<file path="config.mk">
export PLATFORM = sky130hd
export DESIGN_NAME = inv_sched
export DESIGN_NICKNAME = d
export VERILOG_FILES = /design/src/rtl/inv_pkg.sv /design/src/rtl/rr_arb2.sv /design/src/rtl/inv_sched.sv
export SDC_FILE = /design/constraint.sdc
export NUM_CORES = 1
export LEC_CHECK = 0
export CORE_ASPECT_RATIO = 2
export CORE_UTILIZATION = 48
export DETAILED_ROUTE_END_ITERATION = 6
export GPL_TIMING_DRIVEN = 1
export PLACE_DENSITY = 0.77
export SYNTH_ARGS = -nofsm -noshare
export SYNTH_HDL_FRONTEND = slang
export SYNTH_SLANG_ARGS = --single-unit
</file>
<file path="constraint.sdc">
create_clock -name clk -period 5.2 [get_ports clk]
set_input_delay 1.04 -clock clk [delete_from_list [all_inputs] [get_ports clk]]
set_output_delay 1.04 -clock clk [all_outputs]
set_load 0.02 [all_outputs]
</file>
<file path="src/rtl/inv_pkg.sv">
// Shared widths, FSM encoding and matrix packing helpers for the 2x2 inverse scheduler.
package inv_pkg;

    localparam int ELEM_W = 4;
    localparam int ADJ_W  = 5;
    localparam int DET_W  = 8;
    localparam int MAT_W  = 4 * ELEM_W;

    typedef enum logic [1:0] {
        S_IDLE,
        S_MUL1,
        S_MUL2,
        S_DONE
    } state_t;

    typedef struct packed {
        logic [ELEM_W-1:0] d11;
        logic [ELEM_W-1:0] d12;
        logic [ELEM_W-1:0] d21;
        logic [ELEM_W-1:0] d22;
    } mat_t;

    function automatic mat_t unpack_mat(input logic [MAT_W-1:0] raw);
        mat_t m;
        m.d11 = raw[15:12];
        m.d12 = raw[11:8];
        m.d21 = raw[7:4];
        m.d22 = raw[3:0];
        return m;
    endfunction

    function automatic logic [MAT_W-1:0] pack_mat(input mat_t m);
        return {m.d11, m.d12, m.d21, m.d22};
    endfunction

    function automatic logic signed [ADJ_W-1:0] sext_adj(input logic [ELEM_W-1:0] e);
        return {e[ELEM_W-1], e};
    endfunction

endpackage

</file>
<file path="src/rtl/rr_arb2.sv">
// Two-way round-robin arbiter; the requester not granted last wins a tie.
module rr_arb2 (
    input  logic       clk,
    input  logic       rst,
    input  logic [1:0] req,
    input  logic       en,
    output logic [1:0] gnt
);

    logic last_grant_q, last_grant_d;

    always_comb begin
        gnt = 2'b00;
        if (en) begin
            if (req == 2'b11) begin
                gnt = last_grant_q ? 2'b01 : 2'b10;
            end else begin
                gnt = req;
            end
        end
        // A grant is only issued against a live request, so it is always an accept.
        last_grant_d = last_grant_q;
        if (gnt != 2'b00) begin
            last_grant_d = gnt[1];
        end
    end

    always_ff @(posedge clk or posedge rst) begin
        if (rst) begin
            last_grant_q <= 1'b1;
        end else begin
            last_grant_q <= last_grant_d;
        end
    end

endmodule

</file>
<file path="src/rtl/inv_sched.sv">
// Arbitrates two requesters and computes adjugate and determinant of a 2x2 signed
// matrix using a single time-shared multiplier.
module inv_sched
    import inv_pkg::*;
(
    input  logic                   clk,
    input  logic                   rst,
    input  logic                   req0_valid,
    output logic                   req0_ready,
    input  logic [MAT_W-1:0]       req0_mat,
    input  logic                   req1_valid,
    output logic                   req1_ready,
    input  logic [MAT_W-1:0]       req1_mat,
    output logic                   out_valid,
    input  logic                   out_ready,
    output logic                   out_id,
    output logic [4*ADJ_W-1:0]     out_adj,
    output logic [DET_W-1:0]       out_det,
    output logic                   out_nonsing
);

    function automatic logic signed [DET_W-1:0] sext_det(input logic [ELEM_W-1:0] e);
        return {{(DET_W-ELEM_W){e[ELEM_W-1]}}, e};
    endfunction

    state_t                   state_q, state_d;
    mat_t                     mat_q, mat_d;
    logic                     id_q, id_d;
    logic signed [DET_W-1:0]  acc_q, acc_d;
    logic                     out_valid_q, out_valid_d;
    logic                     out_id_q, out_id_d;
    logic [4*ADJ_W-1:0]       out_adj_q, out_adj_d;
    logic [DET_W-1:0]         out_det_q, out_det_d;
    logic                     out_nonsing_q, out_nonsing_d;

    logic [1:0]               gnt;
    logic                     arb_en;
    logic signed [DET_W-1:0]  mul_a, mul_b, prod, det;

    // Readies are held low while reset is asserted so no accept can precede the first edge.
    assign arb_en = (state_q == S_IDLE) && !rst;

    rr_arb2 u_arb (
        .clk (clk),
        .rst (rst),
        .req ({req1_valid, req0_valid}),
        .en  (arb_en),
        .gnt (gnt)
    );

    assign req0_ready  = gnt[0];
    assign req1_ready  = gnt[1];
    assign out_valid   = out_valid_q;
    assign out_id      = out_id_q;
    assign out_adj     = out_adj_q;
    assign out_det     = out_det_q;
    assign out_nonsing = out_nonsing_q;

    // The one multiplier sees d11*d22 in MUL1 and d12*d21 in MUL2.
    always_comb begin
        mul_a = (state_q == S_MUL1) ? sext_det(mat_q.d11) : sext_det(mat_q.d12);
        mul_b = (state_q == S_MUL1) ? sext_det(mat_q.d22) : sext_det(mat_q.d21);
        prod  = mul_a * mul_b;
        det   = acc_q - prod;
    end

    always_comb begin
        state_d       = state_q;
        mat_d         = mat_q;
        id_d          = id_q;
        acc_d         = acc_q;
        out_valid_d   = out_valid_q;
        out_id_d      = out_id_q;
        out_adj_d     = out_adj_q;
        out_det_d     = out_det_q;
        out_nonsing_d = out_nonsing_q;
        case (state_q)
            S_IDLE: begin
                if (gnt != 2'b00) begin
                    mat_d   = unpack_mat(gnt[1] ? req1_mat : req0_mat);
                    id_d    = gnt[1];
                    state_d = S_MUL1;
                end
            end
            S_MUL1: begin
                acc_d   = prod;
                state_d = S_MUL2;
            end
            S_MUL2: begin
                acc_d         = det;
                out_valid_d   = 1'b1;
                out_id_d      = id_q;
                out_det_d     = det;
                out_nonsing_d = (det != '0);
                out_adj_d     = {sext_adj(mat_q.d22), -sext_adj(mat_q.d12),
                                 -sext_adj(mat_q.d21), sext_adj(mat_q.d11)};
                state_d       = S_DONE;
            end
            S_DONE: begin
                if (out_ready) begin
                    out_valid_d = 1'b0;
                    state_d     = S_IDLE;
                end
            end
            default: state_d = S_IDLE;
        endcase
    end

    always_ff @(posedge clk or posedge rst) begin
        if (rst) begin
            state_q       <= S_IDLE;
            acc_q         <= '0;
            out_valid_q   <= 1'b0;
            out_id_q      <= 1'b0;
            out_adj_q     <= '0;
            out_det_q     <= '0;
            out_nonsing_q <= 1'b0;
        end else begin
            state_q       <= state_d;
            acc_q         <= acc_d;
            out_valid_q   <= out_valid_d;
            out_id_q      <= out_id_d;
            out_adj_q     <= out_adj_d;
            out_det_q     <= out_det_d;
            out_nonsing_q <= out_nonsing_d;
        end
    end

    // Captured operands need no reset: they are only consumed after a fresh accept.
    always_ff @(posedge clk) begin
        mat_q <= mat_d;
        id_q  <= id_d;
    end

endmodule

</file>
==> results.sh <==
export IMPL_status="completed"
export IMPL_design_area_um2=5100
export IMPL_htreeDepth=3
export IMPL_ys_flop_type="dfrtp_1"
export IMPL_overflow=0
export IMPL_endpoint_kind="flip-flop"
export IMPL_holdBufCountCts=0
export IMPL_cts_buffers=9
export IMPL_yosys_area_top_type="dfrtp_1"
export IMPL_yosysMostFrequentCell="inv_1"
export IMPL_synth_top_area_frac=0.253
export IMPL_dp_hpwl_um=6980
export IMPL_antenna_found_initial=0
export IMPL_grt_max_degree=46
export IMPL_cts_max_path_buffers=2
export IMPL_avgViaCountPerCell=5.43
export IMPL_async_reset_ff_frac=0.702
export IMPL_netlist_cell_type_count=50
export IMPL_use_met2=0.449
export IMPL_port_buffers=69
export IMPL_ys_warn_count=0
export IMPL_grt_pass1_vias=3139
export IMPL_gp_congestion=0.893
export IMPL_core_area_um2=7660
export IMPL_clock_sinks=57
export IMPL_synth_seq_cells=57
export IMPL_netlist_instances=345
export IMPL_synthTopCellsByCount="53 x inv_1, 39 x dfrtp_1, 31 x ha_1, 31 x mux2_1, 20 x xnor2_1"
export IMPL_min_period_ns=5.01
export IMPL_critPathKind="flip-flop to flip-flop"
export IMPL_cp_arrival_ns=5.23
export IMPL_met1_usage=0.214
export IMPL_max_freq_ghz=0.199
export IMPL_drt_iter0_drc=111
export IMPL_fillers=643
export IMPL_r2r_slack_ns=0.19
export IMPL_drive_gt1_frac=0.152
export IMPL_setup_violations=0
export IMPL_min_path_cells=1
export IMPL_utilization=0.666
export IMPL_post_dp_cell_area_um2=4700
export IMPL_drc=0
export IMPL_worstReg2RegStart="state_q[0]"
export IMPL_hold_class="flip-flop to flip-flop"
export IMPL_firstDrtPassIters=4
export IMPL_initial_core_util=0.503
export IMPL_rr_endpoint="out_nonsing"
export IMPL_die_w_um=65.4
export IMPL_hold_slack_ns=0.479
export IMPL_met3_usage=0.0514
export IMPL_rows=45
export IMPL_vias=2860
export IMPL_antenna_cells=0
export IMPL_die_area_um2=8410
export IMPL_worst_hold_path_endpoint="out_id"
export IMPL_synth_area_top_cells="dfrtp_1 25%, edfxtp_1 13%, ha_1 10%"
export IMPL_rsz0062_at_grt="no"
export IMPL_synth_edff_count=17
export IMPL_ys_seq_area_frac=0.393
export IMPL_pin_count=70
export IMPL_maxSlewViolCount=0
export IMPL_hold_viol=0
export IMPL_synth_nets=426
export IMPL_max_cap_violations=0
export IMPL_cp_start_kind="flip-flop"
export IMPL_worstMarginPinSlew_ns=0.786
export IMPL_grtUsageTotal=0.236
export IMPL_nNetsFinal=509
export IMPL_setup_tns_ns=0
export IMPL_cts_tree="built"
export IMPL_routedWlPerCell_um=16.9
export IMPL_holdCritStartpoint="id_q"
export IMPL_rr_worst_depth=16
export IMPL_grt_first_pass_wirelength_um=14400
export IMPL_areaGrowthSynthToFinish_pct=32.3
export IMPL_die_h_um=129
export IMPL_clk_pin_slew_ns=0.05
export IMPL_worst_path_max_fanout=7
export IMPL_clkLatencyLatePin_ns=0.33
export IMPL_slew_headroom=0.476
export IMPL_cts_root_buf="clkbuf_16"
export IMPL_grt_busiest_layer="met2"
export IMPL_fin_worst_skew_ns=0.00786
export IMPL_worst_endpoint_required_ns=5.42
export IMPL_ant_nets=0
export IMPL_netlist_area_um2=3850
export IMPL_syn_area_per_cell_um2=11.2
export IMPL_routed_wl_um=8900
export IMPL_fin_crit_sh=0.964
## cell families after synthesis
kind of cell / after synthesis / share of synthesized area
buffers and inverters: 71 / 0.0802
AO/OA/AOI/OAI: 57 / 0.109
flip-flops: 57 / 0.393
AND/OR/NAND/NOR: 47 / 0.0585
multiplexers: 44 / 0.127
adder cells (fa/ha/maj): 44 / 0.168
XOR/XNOR: 25 / 0.0643
## critical path, stage by stage (launching register included)
cell and delay (ns):
dfrtp_1 0.42, ha_4 0.21, nor2_1 0.16, a32o_2 0.20, inv_1 0.11, fa_1 0.45
fa_1 0.52, fa_1 0.45, fa_1 0.55, inv_1 0.04, ha_1 0.33, a21oi_1 0.19
xnor3_2 0.41, xnor3_1 0.40, xnor2_2 0.18, nand3b_1 0.09, a22o_1 0.18
## area by class of cell
| cell class | instances | area, µm² | share of cell area |
|---|---|---|---|
| Tap cell | 94 | 118 | 0.0231 |
| Timing Repair Buffer | 88 | 845 | 0.166 |
| Clock inverter | 5 | 80.1 | 0.0157 |
| Clock buffer | 11 | 233 | 0.0456 |
| Multi-Input combinational cell | 217 | 2110 | 0.413 |
| Inverter | 55 | 206 | 0.0405 |
| Sequential cell | 57 | 1510 | 0.297 |
## per-stage QoR
step	setup slack [ns]	instances
final	0.187	527
after global routing	0.0197	527
after CTS	0.0480	526
after detailed placement	-0.0104	510
after global placement	0.113	510
after floorplan	0.152	345
## per-layer routing
layer | up-vias | share of wire
met1 | 1414 | 0.33
li1 | 1340 | -
met3 | 31 | 0.028
met2 | 75 | 0.60
met5 | - | 0
met4 | 0 | 0.038
## placed cells by master, fill, tap and decap left out, types with 6 or more instances in the layout
cell type,Yosys,layout
a21oi_1,14,13
a32o_1,9,8
buf_4,5,17
clkbuf_16,0,9
clkdlybuf4s50_1,0,69
dfrtp_1,39,39
edfxtp_1,17,17
fa_1,13,13
ha_1,31,27
inv_1,53,52
mux2_1,31,31
mux2_2,9,9
nand2_1,10,10
nand3_1,6,6
nor2_1,16,15
o21ai_1,7,6
xnor2_1,20,18
## flip-flops by register name (all words and copies together), names as in the netlist
signal / count
out_adj: 18
mat_q: 16
acc_q: 8
out_det: 8
state_q: 2
id_q: 1
out_id: 1
out_nonsing: 1
out_valid: 1
u_arb.last_grant_q: 1
## worst max path at each step
stage | slack (ns) | to | startpoint | cells past startpoint
final | 0.19 | out_nonsing | state_q[0] | 16
after global routing | 0.02 | acc_q[7] | state_q[1] | 23
after CTS | 0.05 | out_nonsing | state_q[1] | 19
after detailed placement | -0.01 | out_nonsing | state_q[1] | 19
after global placement | 0.11 | out_nonsing | state_q[0] | 18
after floorplan | 0.15 | out_nonsing | state_q[1] | 19
## repair_timing
| action | CTS | global route |
|---|---|---|
| setup buffers | 0 | 1 |
| resized for setup | 1 | 17 |
| endpoints found under the setup margin | 1 | 4 |
| pin swaps | 0 | 2 |
Power is not shown: default switching activity piles up to over one toggle a cycle in this logic, so the estimate is an artifact.
